## config.mk

```make
export PLATFORM = sky130hd
export DESIGN_NAME = id_ex_operand_stage
export DESIGN_NICKNAME = d
export VERILOG_FILES = /design/src/rtl/id_ex_operand_stage.sv
export SDC_FILE = /design/constraint.sdc
export NUM_CORES = 1
export LEC_CHECK = 0
export CORE_MARGIN = 8
export CORE_UTILIZATION = 46
export CTS_BUF_LIST = sky130_fd_sc_hd__clkbuf_4
export CTS_CLUSTER_SIZE = 10
export DETAILED_ROUTE_END_ITERATION = 8
export PLACE_DENSITY = 0.84
export SLEW_MARGIN = 20
export SYNTH_ARGS = -nofsm -noshare
export SYNTH_HDL_FRONTEND = slang
export SYNTH_SLANG_ARGS = --single-unit
```

## constraint.sdc

```tcl
create_clock -name i_clk -period 4.6 [get_ports i_clk]
set_input_delay 0.46 -clock i_clk [delete_from_list [all_inputs] [get_ports i_clk]]
set_output_delay 0.46 -clock i_clk [all_outputs]
set_load 0.02 [all_outputs]
```

## src/rtl/id_ex_operand_stage.sv

```systemverilog
// ID/EX pipeline register: decodes opcode/funct into the ALU op, forwards EX/MEM and MEM/WB
// results into the operands, and inserts a bubble on load-use. Optional: ID_EX_PERF_CNT_EN.
module id_ex_operand_stage #(
    parameter int unsigned N_BITS = 32,
    parameter int unsigned N_REG  = 5
) (
    input  logic              i_clk,
    input  logic              i_reset,
    input  logic              i_valid,
    input  logic              i_stall,
    input  logic              i_flush,
    input  logic [5:0]        i_opcode,
    input  logic [5:0]        i_funct,
    input  logic [4:0]        i_shamt,
    input  logic [15:0]       i_imm,
    input  logic [N_REG-1:0]  i_rs_addr,
    input  logic [N_REG-1:0]  i_rt_addr,
    input  logic [N_REG-1:0]  i_rd_addr,
    input  logic [N_BITS-1:0] i_rs_data,
    input  logic [N_BITS-1:0] i_rt_data,
    input  logic              i_exmem_wr,
    input  logic [N_REG-1:0]  i_exmem_rd,
    input  logic [N_BITS-1:0] i_exmem_res,
    input  logic              i_memwb_wr,
    input  logic [N_REG-1:0]  i_memwb_rd,
    input  logic [N_BITS-1:0] i_memwb_res,
    output logic [N_BITS-1:0] o_alu_a,
    output logic [N_BITS-1:0] o_alu_b,
    output logic [5:0]        o_alu_op,
    output logic              o_valid,
    output logic              o_reg_write,
    output logic [N_REG-1:0]  o_wr_addr,
    output logic              o_mem_read,
    output logic              o_mem_write,
    output logic [N_BITS-1:0] o_store_data,
    output logic              o_illegal,
    output logic              o_load_use
`ifdef ID_EX_PERF_CNT_EN
    ,
    output logic [31:0]       o_bubble_cnt
`endif
);

    localparam logic [5:0] OP_ADD = 6'b100000;
    localparam logic [5:0] OP_SUB = 6'b100010;
    localparam logic [5:0] OP_AND = 6'b100100;
    localparam logic [5:0] OP_OR  = 6'b100101;
    localparam logic [5:0] OP_XOR = 6'b100110;
    localparam logic [5:0] OP_SRL = 6'b000010;
    localparam logic [5:0] OP_SRA = 6'b000011;

    localparam logic [1:0] B_RT  = 2'd0;
    localparam logic [1:0] B_RS  = 2'd1;
    localparam logic [1:0] B_IMM = 2'd2;

    // EX-side registered fields
    logic              q_valid, q_rw, q_mr, q_mw, q_ill, q_a_rt;
    logic [5:0]        q_op;
    logic [1:0]        q_b_sel;
    logic [N_REG-1:0]  q_wr, q_rs_addr, q_rt_addr;
    logic [N_BITS-1:0] q_imm, q_rs_data, q_rt_data;

    logic              n_valid, n_rw, n_mr, n_mw, n_ill, n_a_rt;
    logic [5:0]        n_op;
    logic [1:0]        n_b_sel;
    logic [N_REG-1:0]  n_wr, n_rs_addr, n_rt_addr;
    logic [N_BITS-1:0] n_imm, n_rs_data, n_rt_data;

    logic              d_rw, d_mr, d_mw, d_ill, d_a_rt;
    logic [5:0]        d_op;
    logic [1:0]        d_b_sel;
    logic [N_REG-1:0]  d_wr;
    logic [N_BITS-1:0] d_imm;

    logic [N_BITS-1:0] imm_sext, imm_zext, fwd_rs, fwd_rt;
    logic              bubble_evt;

    assign imm_sext = {{(N_BITS-16){i_imm[15]}}, i_imm};
    assign imm_zext = N_BITS'(i_imm);

    // Instruction decode of the ID fields
    always_comb begin
        d_op    = OP_ADD;
        d_a_rt  = 1'b0;
        d_b_sel = B_RT;
        d_imm   = '0;
        d_wr    = '0;
        d_rw    = 1'b0;
        d_mr    = 1'b0;
        d_mw    = 1'b0;
        d_ill   = 1'b0;
        case (i_opcode)
            6'b000000: begin
                case (i_funct)
                    6'b100000, 6'b100010, 6'b100100, 6'b100101, 6'b100110, 6'b100111: begin
                        d_op = i_funct;
                        d_wr = i_rd_addr;
                        d_rw = 1'b1;
                    end
                    6'b000010, 6'b000011: begin
                        d_op    = i_funct;
                        d_a_rt  = 1'b1;
                        d_b_sel = B_IMM;
                        d_imm   = N_BITS'(i_shamt);
                        d_wr    = i_rd_addr;
                        d_rw    = 1'b1;
                    end
                    6'b000110, 6'b000111: begin
                        d_op    = (i_funct == 6'b000110) ? OP_SRL : OP_SRA;
                        d_a_rt  = 1'b1;
                        d_b_sel = B_RS;
                        d_wr    = i_rd_addr;
                        d_rw    = 1'b1;
                    end
                    default: d_ill = 1'b1;
                endcase
            end
            6'b001000: begin
                d_b_sel = B_IMM;
                d_imm   = imm_sext;
                d_wr    = i_rt_addr;
                d_rw    = 1'b1;
            end
            6'b001100, 6'b001101, 6'b001110: begin
                d_op    = (i_opcode == 6'b001100) ? OP_AND :
                          (i_opcode == 6'b001101) ? OP_OR  : OP_XOR;
                d_b_sel = B_IMM;
                d_imm   = imm_zext;
                d_wr    = i_rt_addr;
                d_rw    = 1'b1;
            end
            6'b100011: begin
                d_b_sel = B_IMM;
                d_imm   = imm_sext;
                d_wr    = i_rt_addr;
                d_rw    = 1'b1;
                d_mr    = 1'b1;
            end
            6'b101011: begin
                d_b_sel = B_IMM;
                d_imm   = imm_sext;
                d_mw    = 1'b1;
            end
            6'b000100: d_op = OP_SUB;
            default:   d_ill = 1'b1;
        endcase
    end

    assign o_load_use = i_valid & q_valid & q_mr & (q_wr != '0) &
                        ((q_wr == i_rs_addr) | (q_wr == i_rt_addr));

    // Register update: flush > stall > load-use bubble > capture
    always_comb begin
        n_valid   = q_valid;
        n_op      = q_op;
        n_rw      = q_rw;
        n_wr      = q_wr;
        n_mr      = q_mr;
        n_mw      = q_mw;
        n_ill     = q_ill;
        n_a_rt    = q_a_rt;
        n_b_sel   = q_b_sel;
        n_imm     = q_imm;
        n_rs_addr = q_rs_addr;
        n_rt_addr = q_rt_addr;
        n_rs_data = q_rs_data;
        n_rt_data = q_rt_data;
        if (i_flush || (!i_stall && (o_load_use || !i_valid))) begin
            n_valid   = 1'b0;
            n_op      = OP_ADD;
            n_rw      = 1'b0;
            n_wr      = '0;
            n_mr      = 1'b0;
            n_mw      = 1'b0;
            n_ill     = 1'b0;
            n_a_rt    = 1'b0;
            n_b_sel   = B_RT;
            n_imm     = '0;
            n_rs_addr = '0;
            n_rt_addr = '0;
            n_rs_data = '0;
            n_rt_data = '0;
        end else if (!i_stall) begin
            n_valid   = 1'b1;
            n_op      = d_op;
            n_rw      = d_rw;
            n_wr      = d_wr;
            n_mr      = d_mr;
            n_mw      = d_mw;
            n_ill     = d_ill;
            n_a_rt    = d_a_rt;
            n_b_sel   = d_b_sel;
            n_imm     = d_imm;
            n_rs_addr = i_rs_addr;
            n_rt_addr = i_rt_addr;
            n_rs_data = i_rs_data;
            n_rt_data = i_rt_data;
        end
    end

    always_ff @(posedge i_clk or posedge i_reset) begin
        if (i_reset) begin
            q_valid   <= 1'b0;
            q_op      <= OP_ADD;
            q_rw      <= 1'b0;
            q_wr      <= '0;
            q_mr      <= 1'b0;
            q_mw      <= 1'b0;
            q_ill     <= 1'b0;
            q_a_rt    <= 1'b0;
            q_b_sel   <= B_RT;
            q_imm     <= '0;
            q_rs_addr <= '0;
            q_rt_addr <= '0;
            q_rs_data <= '0;
            q_rt_data <= '0;
        end else begin
            q_valid   <= n_valid;
            q_op      <= n_op;
            q_rw      <= n_rw;
            q_wr      <= n_wr;
            q_mr      <= n_mr;
            q_mw      <= n_mw;
            q_ill     <= n_ill;
            q_a_rt    <= n_a_rt;
            q_b_sel   <= n_b_sel;
            q_imm     <= n_imm;
            q_rs_addr <= n_rs_addr;
            q_rt_addr <= n_rt_addr;
            q_rs_data <= n_rs_data;
            q_rt_data <= n_rt_data;
        end
    end

    // EX-side forwarding; register 0 is never forwarded
    always_comb begin
        fwd_rs = q_rs_data;
        if (i_exmem_wr && (i_exmem_rd != '0) && (i_exmem_rd == q_rs_addr))
            fwd_rs = i_exmem_res;
        else if (i_memwb_wr && (i_memwb_rd != '0) && (i_memwb_rd == q_rs_addr))
            fwd_rs = i_memwb_res;
        fwd_rt = q_rt_data;
        if (i_exmem_wr && (i_exmem_rd != '0) && (i_exmem_rd == q_rt_addr))
            fwd_rt = i_exmem_res;
        else if (i_memwb_wr && (i_memwb_rd != '0) && (i_memwb_rd == q_rt_addr))
            fwd_rt = i_memwb_res;
    end

    always_comb begin
        o_alu_a = q_a_rt ? fwd_rt : fwd_rs;
        case (q_b_sel)
            B_RS:    o_alu_b = fwd_rs;
            B_IMM:   o_alu_b = q_imm;
            default: o_alu_b = fwd_rt;
        endcase
    end

    assign o_alu_op     = q_op;
    assign o_valid      = q_valid;
    assign o_reg_write  = q_rw;
    assign o_wr_addr    = q_wr;
    assign o_mem_read   = q_mr;
    assign o_mem_write  = q_mw;
    assign o_store_data = fwd_rt;
    assign o_illegal    = q_ill;

    assign bubble_evt = i_flush | (!i_stall & o_load_use);

`ifdef ID_EX_PERF_CNT_EN
    // Counts flush and load-use bubbles only, not idle captures
    always_ff @(posedge i_clk or posedge i_reset) begin
        if (i_reset)
            o_bubble_cnt <= '0;
        else if (bubble_evt)
            o_bubble_cnt <= o_bubble_cnt + 32'd1;
    end
`else
    logic unused_bubble;
    assign unused_bubble = bubble_evt;
`endif

endmodule

```

==> flow_metrics.py, run 1 <==
metrics = {
    "power": {
        "p_seq_frac": 0.453,
        "power_frac_clock": 0.208,
        "power.density_nw_per_um2": 202,
        "p_int_mw": 1.46,
        "swShare": 0.348,
        "p_comb_frac": 0.339,
        "leakage_nw": 4.23,
        "vdd_drop_max_mv": 0.159,
        "switchingPower_mw": 0.779,
    },
    "route": {
        "drt_iter0_drc": 1091,
        "first_pass_iters": 7,
        "vias_per_cell": 6.90,
        "vias": 8910,
        "ant_nets": 0,
        "wl_per_cell_microns": 25.8,
        "drt-total-wl_microns": 33300,
        "drcViolationCount": 0,
    },
    "yosys": {
        "ys_types": 46,
        "synth_area_leaders": "dfrtp_1, a22o_1, a311oi_1",
        "synthCells": 833,
        "synth_top_cell_by_area": "dfrtp_1",
        "ys.flop_type": "dfrtp_1",
        "synth_area_sq_um": 7800,
        "ys_seq_area_frac": 0.353,
        "yosysWarnings": 0,
        "syn_area_per_cell_sq_um": 9.36,
        "ys_ff_latch": 110,
        "synthArstFlopShare": 1.00,
        "synth-edff-count": 0,
        "netlist.area_leader.share": 0.350,
        "syn_nets": 1028,
    },
    "cts": {
        "cts_hold_buf": 0,
        "htreeDepth": 3,
        "cts.sinks": 110,
        "clk_pin_slew_worst_paths_ps": 190,
        "cts_resized": 0,
        "clock_latency_ps": 490,
        "post_cts_buffers": 0,
        "cts_root_buffer": "clkbuf_4",
        "numCtsBuffers": 9,
        "clock_path_buffers": 2,
        "cts_tree": "built",
    },
    "die": {
        "core_area_sq_um": 16600,
        "die_y_microns": 146,
        "fp-row-count": 47,
        "initial_core_util": 0.470,
        "die_area_sq_um": 21400,
        "die_x_microns": 146,
        "io-pin-count": 306,
    },
    "global_routing": {
        "grt.total_usage": 0.298,
        "grt_pass1_vias": 8802,
        "grt_pass1_wl_microns": 51100,
        "grt_start_max_net_pins": 90,
        "antenna_found_initial": 4,
        "grt_overflow": 0,
    },
    "timing": {
        "finalClockSkew_ps": 24.5,
        "timing.fmax_mhz": 250,
        "hold_slack_ps": 337,
        "finalCritPeriodShare": 0.869,
        "final-max-slew-violation-count": 0,
        "finalHoldViolCount": 0,
        "rsz0062_at_grt": "no",
        "finalSetupViolCount": 0,
        "period_needed_ps": 4000,
        "setup_tns_ps": 0,
        "worst_pin_slew_ps": 947,
        "relSlewSlack": 0.367,
    },
    "critical_path": {
        "arrival_ps": 3540,
        "critPathCaptureType": "output pin",
        "cp.required_ps": 4140,
        "reg2reg_to": "q_rt_data[15]",
        "start_kind": "input port",
        "reg2reg_setup_slack_ps": 2360,
        "path_class": "in -> out",
        "rr_worst_depth": 5,
        "rr_startpoint": "o_wr_addr[1]",
        "worstPathMaxFanout": 38,
    },
    "final_layout": {
        "nNetsFinal": 1258,
        "fillers": 1390,
        "area_growth_syn_to_layout_pct": 42.0,
        "finalNonFillerCells": 1292,
        "drive_gt1_frac": 0.0787,
    },
    "placement": {
        "dp.final_hpwl_microns": 23500,
        "dp.cells": 1272,
        "portBuffers": 305,
        "gp_congestion": 0.915,
    },
    "job": {
        "cap_violations": 0,
    },
    "run_status": {
        "status": "finished, final reports clean",
    },
    "worst_hold_path": {
        "hp-class": "in -> async",
    },
}
[power by group through the flow]
stage / combinational (mW) / sequential (mW) / clock (mW)
final: 0.760 / 1.02 / 0.466
after global routing: 0.799 / 1.02 / 0.508
after CTS: 0.753 / 1.01 / 0.474
after detailed placement: 0.751 / 1.03 / 0
after global placement: 0.746 / 1.03 / 0
after floorplan: 0.351 / 1.03 / 0
[critical path, cell delays in order]
cell	delay (ps)
clkdlybuf4s50_1	480
or4_4	610
o211ai_4	180
buf_4	290
or2_2	170
buf_4	350
a311oi_1	160
o22a_1	250
clkdlybuf4s50_1	560
[state kept, by name, indices dropped and copies added, names as in the netlist]
| name | count |
|---|---|
| o_valid | 1 |
| q_rt_addr | 5 |
| q_rs_addr | 5 |
| o_mem_write | 1 |
| o_reg_write | 1 |
| q_b_sel | 2 |
| o_illegal | 1 |
| q_imm | 17 |
| q_a_rt | 1 |
| o_alu_op | 6 |
| o_wr_addr | 5 |
| q_rt_data | 32 |
| o_mem_read | 1 |
| q_rs_data | 32 |
[how the worst max path moves through the flow]
| stage | cells after the start | slack (ps) | to | startpoint |
|---|---|---|---|---|
| after global placement | 8 | 600 | o_alu_b[31] | i_memwb_rd[3] |
| after detailed placement | 8 | 610 | o_alu_b[31] | i_memwb_rd[3] |
| after CTS | 8 | 610 | o_alu_b[31] | i_memwb_rd[3] |
| after global routing | 8 | 430 | o_alu_b[14] | i_memwb_rd[0] |
| final | 9 | 600 | o_alu_b[22] | i_exmem_rd[1] |
| after floorplan | 1 | 1240 | o_alu_op[0] | i_reset |
[metrics by stage]
step	setup slack [ps]	total power, mW	area [sq um]	util
after floorplan	1240	1.38	7800	-
after global placement	605	1.78	10900	0.659
after detailed placement	607	1.78	10900	0.660
after CTS	606	2.24	11100	0.667
after global routing	429	2.33	11100	0.668
final	601	2.24	11100	0.668
[cell usage in the layout, fill, tap and decap left out, drive strengths merged, types with 2 or more instances in the layout]
cell,synthesis,layout
o22a,32,32
and2,2,2
a311oi,65,65
nand2,36,36
diode,0,4
inv,8,10
a21o,35,35
dfrtp,109,109
clkbuf,81,9
xnor2,11,11
or2,5,5
clkinv,0,4
o211ai,2,2
or3,3,3
o21ai,3,3
nor3b,2,2
nor2,10,10
nand3,2,2
nor2b,2,2
a22o,92,92
ha,2,2
a32o,26,26
a31oi,34,34
nor3,73,73
buf,30,25
nor4b,2,2
xor2,20,20
nand4,68,68
or4,3,3
clkdlybuf4s50,0,305
o31ai,64,64
[final cells by class]
class	count	area (sq um)	area share
tap	220	275	0.0249
timing repair buffer	330	3280	0.296
antenna	4	10.0	0.000904
clock buffer	9	67.6	0.00610
clock inverter	7	56.3	0.00509
multi-input combinational	604	4590	0.415
sequential	110	2760	0.249
inverter	8	32.5	0.00294
[logic make-up (layout without fill, tap and decap cells)]
group,Yosys count,in the layout,synth area share
DFF,110,110,0.353
and+or+nand+nor,211,211,0.146
xor gates and xnor gates,31,31,0.0348
adders and majority gates,3,3,0.00449
AOI/OAI and AO/OA,359,359,0.397
other,0,4,0
buffers and inverters,119,354,0.0642
[routing by layer]
metal | global-route usage | part of all wire | routed length [microns]
met2 | 0.473 | 0.46 | 15300
met5 | 0 | 0 | 0
met1 | 0.366 | 0.38 | 12600
met3 | 0.0853 | 0.12 | 4030
met4 | 0.141 | 0.041 | 1370
[synth_stat cells, types with 3 or more instances]
master    count
dfrtp_1     109
a22o_1       92
clkbuf_1     81
nor3_1       73
nand4_1      68
a311oi_1     65
o31ai_1      64
nand2_1      36
a21o_1       35
o22a_1       32
a32o_1       26
buf_2        25
a31oi_2      21
xor2_1       20
a31oi_1      13
xnor2_1      11
nor2_1       10
inv_1         8
buf_4         4
or2_2         3
or3_1         3
Power figures use the tool's default switching activity.
==> inputs of run 2 (changes only) <==
--- a/config.mk
+++ b/config.mk
@@ -8,6 +8,7 @@
 export CORE_MARGIN = 8
 export CORE_UTILIZATION = 46
 export CTS_BUF_LIST = sky130_fd_sc_hd__clkbuf_4
+export CTS_CLUSTER_DIAMETER = 40
 export CTS_CLUSTER_SIZE = 10
 export DETAILED_ROUTE_END_ITERATION = 8
 export PLACE_DENSITY = 0.84
==> results of run 2 <==
Same layout as run 1: the final DEF is identical, and so are final timing and power.
